[config.mk]
export PLATFORM = sky130hd
export DESIGN_NAME = vend_coin_frontend
export DESIGN_NICKNAME = d
export VERILOG_FILES = /design/src/rtl/vend_coin_frontend_pkg.sv /design/src/rtl/vend_debounce.sv /design/src/rtl/vend_coin_frontend.sv
export SDC_FILE = /design/constraint.sdc
export NUM_CORES = 1
export LEC_CHECK = 0
export ABC_AREA = 1
export CORE_MARGIN = 3
export CORE_UTILIZATION = 59
export DETAILED_ROUTE_END_ITERATION = 8
export PLACE_DENSITY = 0.9
export SETUP_SLACK_MARGIN = 0.05
export SYNTH_ARGS = -nofsm -noshare
export SYNTH_HDL_FRONTEND = slang
export SYNTH_SLANG_ARGS = --single-unit
[constraint.sdc]
create_clock -name clk -period 2.6 [get_ports clk]
set_input_delay 0.52 -clock clk [delete_from_list [all_inputs] [get_ports clk]]
set_output_delay 0.52 -clock clk [all_outputs]
set_load 0.01 [all_outputs]
[src/rtl/vend_coin_frontend_pkg.sv]
// Shared definitions for the vending-machine coin/accept front end:
// emitter state encoding and default parameter values.
package vend_coin_frontend_pkg;

  typedef enum logic [1:0] {
    ST_IDLE  = 2'd0,
    ST_PULSE = 2'd1,
    ST_GAP   = 2'd2
  } emit_state_t;

  localparam int DEF_DEBOUNCE_CYCLES = 16;
  localparam int DEF_PULSE_GAP       = 2;
  localparam int DEF_MAX_PENDING     = 7;

endpackage

[src/rtl/vend_debounce.sv]
// Two-flop synchronizer plus counter debouncer for one raw level input.
// Emits a one-cycle strobe when the debounced level goes 0->1.
module vend_debounce
  import vend_coin_frontend_pkg::*;
#(
  parameter int DEBOUNCE_CYCLES = DEF_DEBOUNCE_CYCLES
) (
  input  logic clk,
  input  logic rst_n,
  input  logic raw,
  output logic rise
);

  localparam int CW = $clog2(DEBOUNCE_CYCLES + 1);

  logic          sync1;
  logic          sync2;
  logic          stable;
  logic [CW-1:0] cnt;

  // The flip happens on the cycle after the counter has reached the limit,
  // so a level held from edge k is stable at edge k+2+DEBOUNCE_CYCLES.
  always_ff @(posedge clk or negedge rst_n) begin
    if (!rst_n) begin
      sync1  <= 1'b0;
      sync2  <= 1'b0;
      stable <= 1'b0;
      cnt    <= '0;
      rise   <= 1'b0;
    end else begin
      sync1 <= raw;
      sync2 <= sync1;
      rise  <= 1'b0;
      if (sync2 == stable) begin
        cnt <= '0;
      end else if (cnt == CW'(DEBOUNCE_CYCLES)) begin
        stable <= sync2;
        cnt    <= '0;
        rise   <= sync2;
      end else begin
        cnt <= cnt + 1'b1;
      end
    end
  end

endmodule

[src/rtl/vend_coin_frontend.sv]
// Customer-side front end: debounced coin/accept inputs, a coin credit queue,
// and a paced emitter producing single-cycle m/a strobes for the vending FSM.
//
// state    | meaning
// ST_IDLE  | waiting; emits a coin (priority) or accept strobe when ena && !fsm_busy
// ST_PULSE | strobe is high this cycle; next cycle it drops
// ST_GAP   | forced idle spacing before the next strobe may be issued
module vend_coin_frontend
  import vend_coin_frontend_pkg::*;
#(
  parameter int DEBOUNCE_CYCLES = DEF_DEBOUNCE_CYCLES,
  parameter int PULSE_GAP       = DEF_PULSE_GAP,
  parameter int MAX_PENDING     = DEF_MAX_PENDING
) (
  input  logic       clk,
  input  logic       rst_n,
  input  logic       ena,
  input  logic       coin_raw,
  input  logic       accept_raw,
  input  logic       fsm_busy,
  output logic       coin_pulse,
  output logic       accept_pulse,
  output logic [2:0] pending,
  output logic       overflow
);

  // PULSE itself is the first idle cycle, so GAP covers the remaining PULSE_GAP-1.
  localparam int            GW       = (PULSE_GAP > 2) ? $clog2(PULSE_GAP) : 1;
  localparam logic [GW-1:0] GAP_LOAD = GW'((PULSE_GAP > 1) ? PULSE_GAP - 2 : 0);
  localparam logic [2:0]    PEND_MAX = 3'(MAX_PENDING);

  emit_state_t   state;
  logic [GW-1:0] gap_cnt;
  logic          accept_req;
  logic          coin_rise;
  logic          accept_rise;
  logic          can_emit;
  logic          emit_coin;
  logic          emit_accept;

  vend_debounce #(.DEBOUNCE_CYCLES(DEBOUNCE_CYCLES)) u_coin_db (
    .clk   (clk),
    .rst_n (rst_n),
    .raw   (coin_raw),
    .rise  (coin_rise)
  );

  vend_debounce #(.DEBOUNCE_CYCLES(DEBOUNCE_CYCLES)) u_accept_db (
    .clk   (clk),
    .rst_n (rst_n),
    .raw   (accept_raw),
    .rise  (accept_rise)
  );

  assign can_emit    = (state == ST_IDLE) && ena && !fsm_busy;
  assign emit_coin   = can_emit && (pending != 3'd0);
  assign emit_accept = can_emit && (pending == 3'd0) && accept_req;

  // A coin arriving while one is emitted cancels out, even when full.
  always_ff @(posedge clk or negedge rst_n) begin
    if (!rst_n) begin
      pending  <= 3'd0;
      overflow <= 1'b0;
    end else begin
      case ({coin_rise, emit_coin})
        2'b10: begin
          if (pending == PEND_MAX) overflow <= 1'b1;
          else                     pending  <= pending + 3'd1;
        end
        2'b01:   pending <= pending - 3'd1;
        default: ;
      endcase
    end
  end

  // A press landing in the same cycle the request is consumed starts a new one.
  always_ff @(posedge clk or negedge rst_n) begin
    if (!rst_n)           accept_req <= 1'b0;
    else if (accept_rise) accept_req <= 1'b1;
    else if (emit_accept) accept_req <= 1'b0;
  end

  always_ff @(posedge clk or negedge rst_n) begin
    if (!rst_n) begin
      state        <= ST_IDLE;
      gap_cnt      <= '0;
      coin_pulse   <= 1'b0;
      accept_pulse <= 1'b0;
    end else begin
      case (state)
        ST_IDLE: begin
          if (emit_coin) begin
            coin_pulse <= 1'b1;
            state      <= ST_PULSE;
          end else if (emit_accept) begin
            accept_pulse <= 1'b1;
            state        <= ST_PULSE;
          end
        end
        ST_PULSE: begin
          coin_pulse   <= 1'b0;
          accept_pulse <= 1'b0;
          if (PULSE_GAP > 1) begin
            gap_cnt <= GAP_LOAD;
            state   <= ST_GAP;
          end else begin
            state <= ST_IDLE;
          end
        end
        ST_GAP: begin
          if (gap_cnt == '0) state   <= ST_IDLE;
          else               gap_cnt <= gap_cnt - 1'b1;
        end
        default: state <= ST_IDLE;
      endcase
    end
  end

endmodule

==> metrics.txt, run 1 <==
Final Max Slew Viols 0; leakage power total 0.702 nW; Die Span X 51.5 um; Synth Instances 115; CP Class flip-flop to output port; vias in the first global route 907; later-pin clock latency in the skew report 320 ps; worst stage delay on the critical path 590 ps; Inserted Clock Buffers 3; final net count 143; H-tree depth 1; All-Layer GR Usage 18.7%; crit path capture type output port; DRT Wirelength 1.97 mm; post-synth top area cell dfrtp_1; DIE HEIGHT 51.5 um; Final Setup Violations 0; CP max stage cell clkdlybuf4s50_1; VDD IR max 444 uV; initial DRC count 4; setup ws final 729 ps; pin count of the biggest net entering global routing 28; Yosys top cell area share 55.3%; CP Cell Sequence clkdlybuf4s50_1; HPWL Detailed 1.60 mm; Worst setup SP type flip-flop; Clk pin slew, worst setup/hold paths 140 ps; CORE AREA 1840 um^2; I/O pins 12; root buf cell clkbuf_4; WP buf/inv 1; first-pass GRT wire length 3.69 mm; layout cells sized above 1 16.0%; hold_buf cts 0; Avg WL per Cell 12.6 um; warnings from Yosys 0; Fmax 534 MHz; Antenna Diode Count 0; Clock Path Buffers 2; Placer Congestion 0.757; Area Growth Syn to Fin 14.4%; Hold Path Class flip-flop to flip-flop; Layout Utilization 76.0%; period utilisation layout 72.0%; DRC violations left 0; post-synthesis sequential area ratio 55.3%; clock sink count 27; status finished clean; pwr/cell area 734 nW/um^2; total negative slack 0 ps; FP Rows 15; Worst path top cell family by delay buffers and inverters; TritonCTS clock tree done; Post-DRT Antenna Nets 0; syn_area_per_cell 10.6 um^2; minimum clock period after layout 1870 ps; main area contributors after synthesis dfrtp_1 (55%), nand2_1 (4.9%), ha_1 (4.1%), inv_1 (4.0%), nor2_1 (3.7%); initial antenna violation count 0; GRT overflow 0; pre-CTS setup slack 470 ps; CP arrival 1350 ps; Power, Total 1.03 mW; Vias 794; Port Buf Inserts 11; unrepaired setup endpoints after global routing no; Yosys cell types 23; Filler Cell Count 137; Max-Cap Viols 0; DR pass1 iterations 6; net count after synthesis 126; skew final 11.2 ps; WP data required 2080 ps; Yosys reg bits 27; crit path max fanout 3; post-synthesis instance area 1220 um^2; Die Area 2650 um^2; Post-CTS Setup Bufs 0; r2r setup slk 1030 ps; Post-CTS Resized 0; Slew @ Worst Pin 360 ps; Slew HR 75.8%; Fin. Hold Viols 0; Initial Util 66.4%; Vias/cell 5.09
metrics by stage:
step	hold slack (ps)	cell area (um^2)	cells
4_1_cts	368	1400	156
5_1_grt	374	1400	156
3_5_place_dp	337	1370	152
2_1_floorplan	224	1220	115
3_3_place_gp	334	1370	152
6_report	364	1400	156
report_power, final:
part	internal (mW)	leakage [nW]	total [mW]	switching, mW
registers	0.468	0.354	0.514	0.0459
logic	0.146	0.330	0.338	0.191
clock network	0.0576	0.0177	0.175	0.117
total	0.672	0.702	1.03	0.354
path summary, 6_finish.rpt:
kind                                         from                end  depth (start not counted)
worst min-delay path            u_accept_db.sync1  u_accept_db.sync2                          0
worst min register to register  u_accept_db.sync1  u_accept_db.sync2                          0
min in group asynchronous                   rst_n         pending[1]                          2
max in group asynchronous                   rst_n   u_coin_db.cnt[0]                          2
worst max-delay path                   pending[1]         pending[1]                          1
worst max register to register           state[1]         pending[2]                          9
cells in the mapped netlist (all sizes together):
cell type and n:
dfrtp 27, nand2 21, inv 18, nor2 13, nand3 11, ha 4
xnor2 4, xor2 4, nor3 3, o21ai 3, or2 2, a21o 1
a21oi 1, fa 1, nand3b 1, o21bai 1
placed cells by master, fill, tap and decap left out:
| cell | n |
|---|---|
| o21ai_2 | 1 |
| xor2_1 | 4 |
| nand3_1 | 8 |
| buf_4 | 1 |
| nand3b_4 | 1 |
| clkdlybuf4s50_1 | 11 |
| xnor2_1 | 4 |
| nand2_1 | 16 |
| ha_1 | 4 |
| or2_1 | 2 |
| clkbuf_4 | 3 |
| nand2_2 | 3 |
| nor3_1 | 3 |
| fa_1 | 1 |
| nand2_4 | 2 |
| a21o_1 | 1 |
| nand3_2 | 1 |
| o21bai_1 | 1 |
| nand3_4 | 2 |
| inv_2 | 5 |
| o21ai_0 | 2 |
| clkinv_2 | 1 |
| nor2_1 | 12 |
| inv_1 | 13 |
| dfrtp_1 | 27 |
| a21oi_1 | 1 |
| nor2_8 | 1 |
sequential cells by signal, summed over array words and instances (netlist names):
register,flops
coin_pulse,1
overflow,1
accept_pulse,1
u_accept_db.sync2,1
u_coin_db.cnt,5
u_accept_db.sync1,1
pending,3
state,2
u_coin_db.stable,1
u_coin_db.rise,1
u_coin_db.sync2,1
u_accept_db.rise,1
accept_req,1
u_coin_db.sync1,1
u_accept_db.cnt,5
u_accept_db.stable,1
layout make-up:
type | instances | area (um^2) | share of cell area (%)
well taps | 25 | 31.3 | 2.24
repair buffers | 12 | 118 | 8.42
flip-flops and latches | 27 | 676 | 48.3
clock inverters | 1 | 5.00 | 0.358
inverters | 18 | 67.6 | 4.83
clock buffers | 3 | 22.5 | 1.61
multi-input cells | 70 | 478 | 34.2
metal layers:
| metal | track usage (%) | routed length (um) |
|---|---|---|
| met1 | 18.8 | 763 |
| met2 | 37.7 | 1110 |
| met3 | 5.44 | 86 |
| met4 | 3.06 | 6 |
| met5 | 0 | 0 |
cell families after synthesis:
logic type      count (synthesis)  share of synthesized area (%)
compound gates                  6                           3.18
xor+xnor                        8                           5.74
fa+ha+maj                       5                           5.74
buf+inv                        18                           5.53
flops                          27                           55.3
simple gates                   51                           24.5
Power figures use the tool's default switching activity.
==> run 2, diff against run 1 <==
- CORE_UTILIZATION: 59 -> 54
- PLACE_DENSITY: 0.9 -> 0.84
- clock period: 2.6 -> 1.9 ns (I/O delays scaled with it)
==> run 2 against run 1 <==
Compared with the run above:
- clock skew fell by 8.4 ps
- utilization fell by 6.7 points
- count of clock-buffer cells in the layout rose by 1
- critical path depth did not move
- flip-flop and latch count did not move
- combinational power rose by 38%
- global-route usage fell by 3.2 points
- power rose by 36%
- final cell count rose by 2.6%
- wire length fell by 11%
- hold slack improved by 5.6 ps
- worst setup slack got worse by 490 ps
- critical endpoint is now pending[0]
- largest cell class unchanged
==> metrics.txt, run 2 (synthesis gave the netlist of run 1 again) <==
status finished clean; Vias 789; hold_buf cts 0; Clock Path Buffers 2; Final Instance Area 1410 um^2; Power, Total 1.39 mW; Final Max Slew Viols 0; Hold Path Origin u_accept_db.sync1; Initial Util 59.8%; r2r setup slk 440 ps; Antenna Diode Count 0; CP Class flip-flop to output port; root buf cell clkbuf_4; Worst Hold Depth 0; Post-CTS Setup Bufs 0; WP buf/inv 1; minimum clock period after layout 1660 ps; register area 676 um^2; HPWL Detailed 1.40 mm; pwr/cell area 986 nW/um^2; Inserted Clock Buffers 3; DIE HEIGHT 53.6 um; Die Area 2870 um^2; Placer Congestion 0.785; Layout Utilization 69.2%; Hold Crit Endpoint u_accept_db.sync2; Avg WL per Cell 11.0 um; final net count 145; Regs by FF count u_accept_db.cnt (5), u_coin_db.cnt (5), pending (3); skew final 2.80 ps; Hold Path Class flip-flop to flip-flop; Worst path top cell family by delay buffers and inverters; commonest non-fill, non-tap cell in the layout dfrtp_1; unrepaired setup endpoints after global routing no; FP Rows 16; leakage power total 0.709 nW; GRT overflow 0; DRC violations left 0; Final Setup Violations 0; area of the multi-input gates 478 um^2; Clk pin slew, worst setup/hold paths 130 ps; first-pass GRT wire length 3.12 mm; Port Buf Inserts 11; CORE AREA 2040 um^2; total negative slack 0 ps; Slew HR 73.6%; Max-Cap Viols 0; TritonCTS clock tree done; clock sink count 27; vias in the first global route 783; Worst setup SP type flip-flop; worst reg2reg path endpoint pending[2]; pin count of the biggest net entering global routing 28; crit path capture type output port; worst r2r path cells 9; Vias/cell 4.93; Post-DRT Antenna Nets 0; commonest non-fill, non-tap cells in the layout dfrtp_1 (27), nand2_1 (16), inv_1 (13); DR pass1 iterations 4; initial DRC count 4; Fin. Hold Viols 0; initial antenna violation count 0; crit path max fanout 4; CP max stage cell clkdlybuf4s50_1; Die Span X 53.6 um; Area Growth Syn to Fin 15.8%; VDD IR max 603 uV; I/O pins 12; later-pin clock latency in the skew report 310 ps; H-tree depth 1; WP data required 1520 ps; Fmax 602 MHz; r2r startpoint state[1]; Filler Cell Count 149; layout cells sized above 1 16.5%; CP Cell Sequence clkdlybuf4s50_1; All-Layer GR Usage 15.5%; CP arrival 1280 ps; period utilisation layout 87.4%; DRT Wirelength 1.75 mm; dpl cell area 1390 um^2; Post-CTS Resized 0; Slew @ Worst Pin 393 ps; worst stage delay on the critical path 550 ps
[run 2: cell types whose count changed in the layout (fill, tap and decap cells not counted), sizes merged]
cell / before / now
buf: 1 / 3
clkbuf: 3 / 4
clkinv: 1 / 0
[run 2: final cells by class]
class	instances	area share, %
Clock buffer	4	1.86
Inverter	18	4.78
Timing Repair Buffer	14	9.38
Tap cell	27	2.39
Multi-Input combinational cell	70	33.8
Sequential cell	27	47.8
[run 2: where the power goes]
group / switching (mW) / total [mW] / internal (mW)
clock network: 0.150 / 0.232 / 0.0821
registers: 0.0566 / 0.697 / 0.641
logic: 0.258 / 0.465 / 0.207
total: 0.464 / 1.39 / 0.930
[run 2: through the flow]
step           hold slack [ps]  cells  setup slack, ps
4_1_cts                    371    160              220
2_1_floorplan             84.4    115              434
5_1_grt                    385    160              179
3_5_place_dp               341    156            -1.24
6_report                   370    160              239
3_3_place_gp               334    156             17.3
[run 2: worst max-delay path by stage]
stage	startpoint	to	slack [ps]	depth (start not counted)
2_1_floorplan	fsm_busy	pending[1]	430	8
3_3_place_gp	ena	pending[2]	20	9
3_5_place_dp	ena	pending[2]	-1	9
4_1_cts	pending[0]	pending[0]	220	1
5_1_grt	pending[0]	pending[0]	180	1
6_report	pending[0]	pending[0]	240	1
[run 2: per-layer routing]
layer	vias up	global-route usage, %	part of all wire (%)
met5	-	0	0
met4	0	8.94	0.51
met3	2	2.49	4.4
met2	15	28.2	54
met1	383	16.8	41
li1	389	-	-
==> run 3, diff against run 2 <==
- GPL_TIMING_DRIVEN: default -> 0
==> run 3 against run 2 <==
Compared with the run above:
- register-to-register slack got worse by 60 ps
- largest cell class unchanged
- sequential power about the same
- sequential share of layout area increased by 0.77 points
- combinational power decreased by 4%
==> metrics.txt, run 3 (synthesis gave the netlist of run 1 again) <==
Antenna Diode Count 0; crit path capture type output port; Worst path top cell family by delay buffers and inverters; leakage power total 0.695 nW; unrepaired setup endpoints after global routing no; layout cells sized above 1 14.6%; DRT Wirelength 1.80 mm; CP Cell Sequence clkdlybuf4s50_1; DR WL met2 888 um; Slew @ Worst Pin 1190 ps; clock sink count 27; Hold Path Class flip-flop to flip-flop; CORE AREA 2040 um^2; Post-CTS Setup Bufs 0; later-pin clock latency in the skew report 320 ps; WP buf/inv 1; HPWL Detailed 1.30 mm; crit path max fanout 4; VDD IR max 717 uV; H-tree depth 1; vias in the first global route 745; status finished clean; skew final 5.79 ps; DIE HEIGHT 53.6 um; Area Growth Syn to Fin 13.9%; initial DRC count 12; Die Span X 53.6 um; Vias/cell 4.87; Max Used Layer met4; worst stage delay on the critical path 550 ps; final net count 142; hold_buf cts 0; Worst setup SP type flip-flop; Clock Path Buffers 2; DRC violations left 0; Fmax 597 MHz; Vias 765; TritonCTS clock tree done; Clk pin slew, worst setup/hold paths 140 ps; Avg WL per Cell 11.5 um; Max-Cap Viols 0; Port Buf Inserts 11; Regs by FF count u_accept_db.cnt (5), u_coin_db.cnt (5), pending (3); Final Setup Violations 0; pin count of the biggest net entering global routing 28; I/O pins 12; DR pass1 iterations 4; Slew HR 20.6%; period utilisation layout 88.1%; CP max stage cell clkdlybuf4s50_1; Filler Cell Count 160; commonest non-fill, non-tap cell in the layout dfrtp_1; hold_ws 368 ps; WP data required 1520 ps; Initial Util 59.8%; FP Rows 16; total negative slack 0 ps; commonest non-fill, non-tap cells in the layout dfrtp_1 (27), nand2_1 (16), inv_1 (13); Placer Congestion 0.738; Power, Total 1.39 mW; Die Area 2870 um^2; initial antenna violation count 0; pwr/cell area 995 nW/um^2; root buf cell clkbuf_4; Post-DRT Antenna Nets 0; CP arrival 1290 ps; routed metal-1 wirelength 789 um; All-Layer GR Usage 16.3%; minimum clock period after layout 1670 ps; Post-CTS Resized 0; met3 routed WL 74 um; first-pass GRT wire length 3.19 mm; Layout Utilization 68.1%; GRT overflow 0; Fin. Hold Viols 0; Final Max Slew Viols 0; Inserted Clock Buffers 3; CP Class flip-flop to output port
==> run 3: final cells by class <==
class                   count  area [um^2]  share of cell area [%]
clock buffers               4         26.3                    1.89
inverters                  18         67.6                    4.86
multi-input cells          70          478                    34.4
flip-flops and latches     27          676                    48.6
well taps                  27         33.8                    2.43
repair buffers             11          110                    7.91
==> run 3: layer usage <==
metal	up-vias	GRT usage, %
li1	384	-
met1	364	18.6
met5	-	0
met4	0	10.2
met2	13	27.8
met3	4	3.32
==> run 3: path summary, 6_finish.rpt <==
path                                  from                  to  slack (ps)  cells after the start
setup reg to reg                  state[0]          pending[1]         380                      8
setup / recovery                pending[0]          pending[0]         230                      1
max in group asynchronous            rst_n  u_accept_db.cnt[4]         530                      1
hold reg to reg            u_coin_db.sync1     u_coin_db.sync2         370                      0
min in group asynchronous            rst_n    u_coin_db.stable         670                      1
hold / removal             u_coin_db.sync1     u_coin_db.sync2         370                      0
==> run 3: power breakdown <==
part	total, mW	internal [mW]	switching (mW)
clock	0.243	0.0823	0.161
combinational	0.446	0.198	0.248
sequential	0.696	0.641	0.0548
total	1.39	0.921	0.464
==> run 3: stage by stage <==
step	worst slack, ps	cells	instance area, um^2
after global placement	-50.1	153	1370
after floorplan	434	115	1220
after detailed placement	-60.3	153	1370
after CTS	214	157	1390
final	226	157	1390
after global routing	160	157	1390
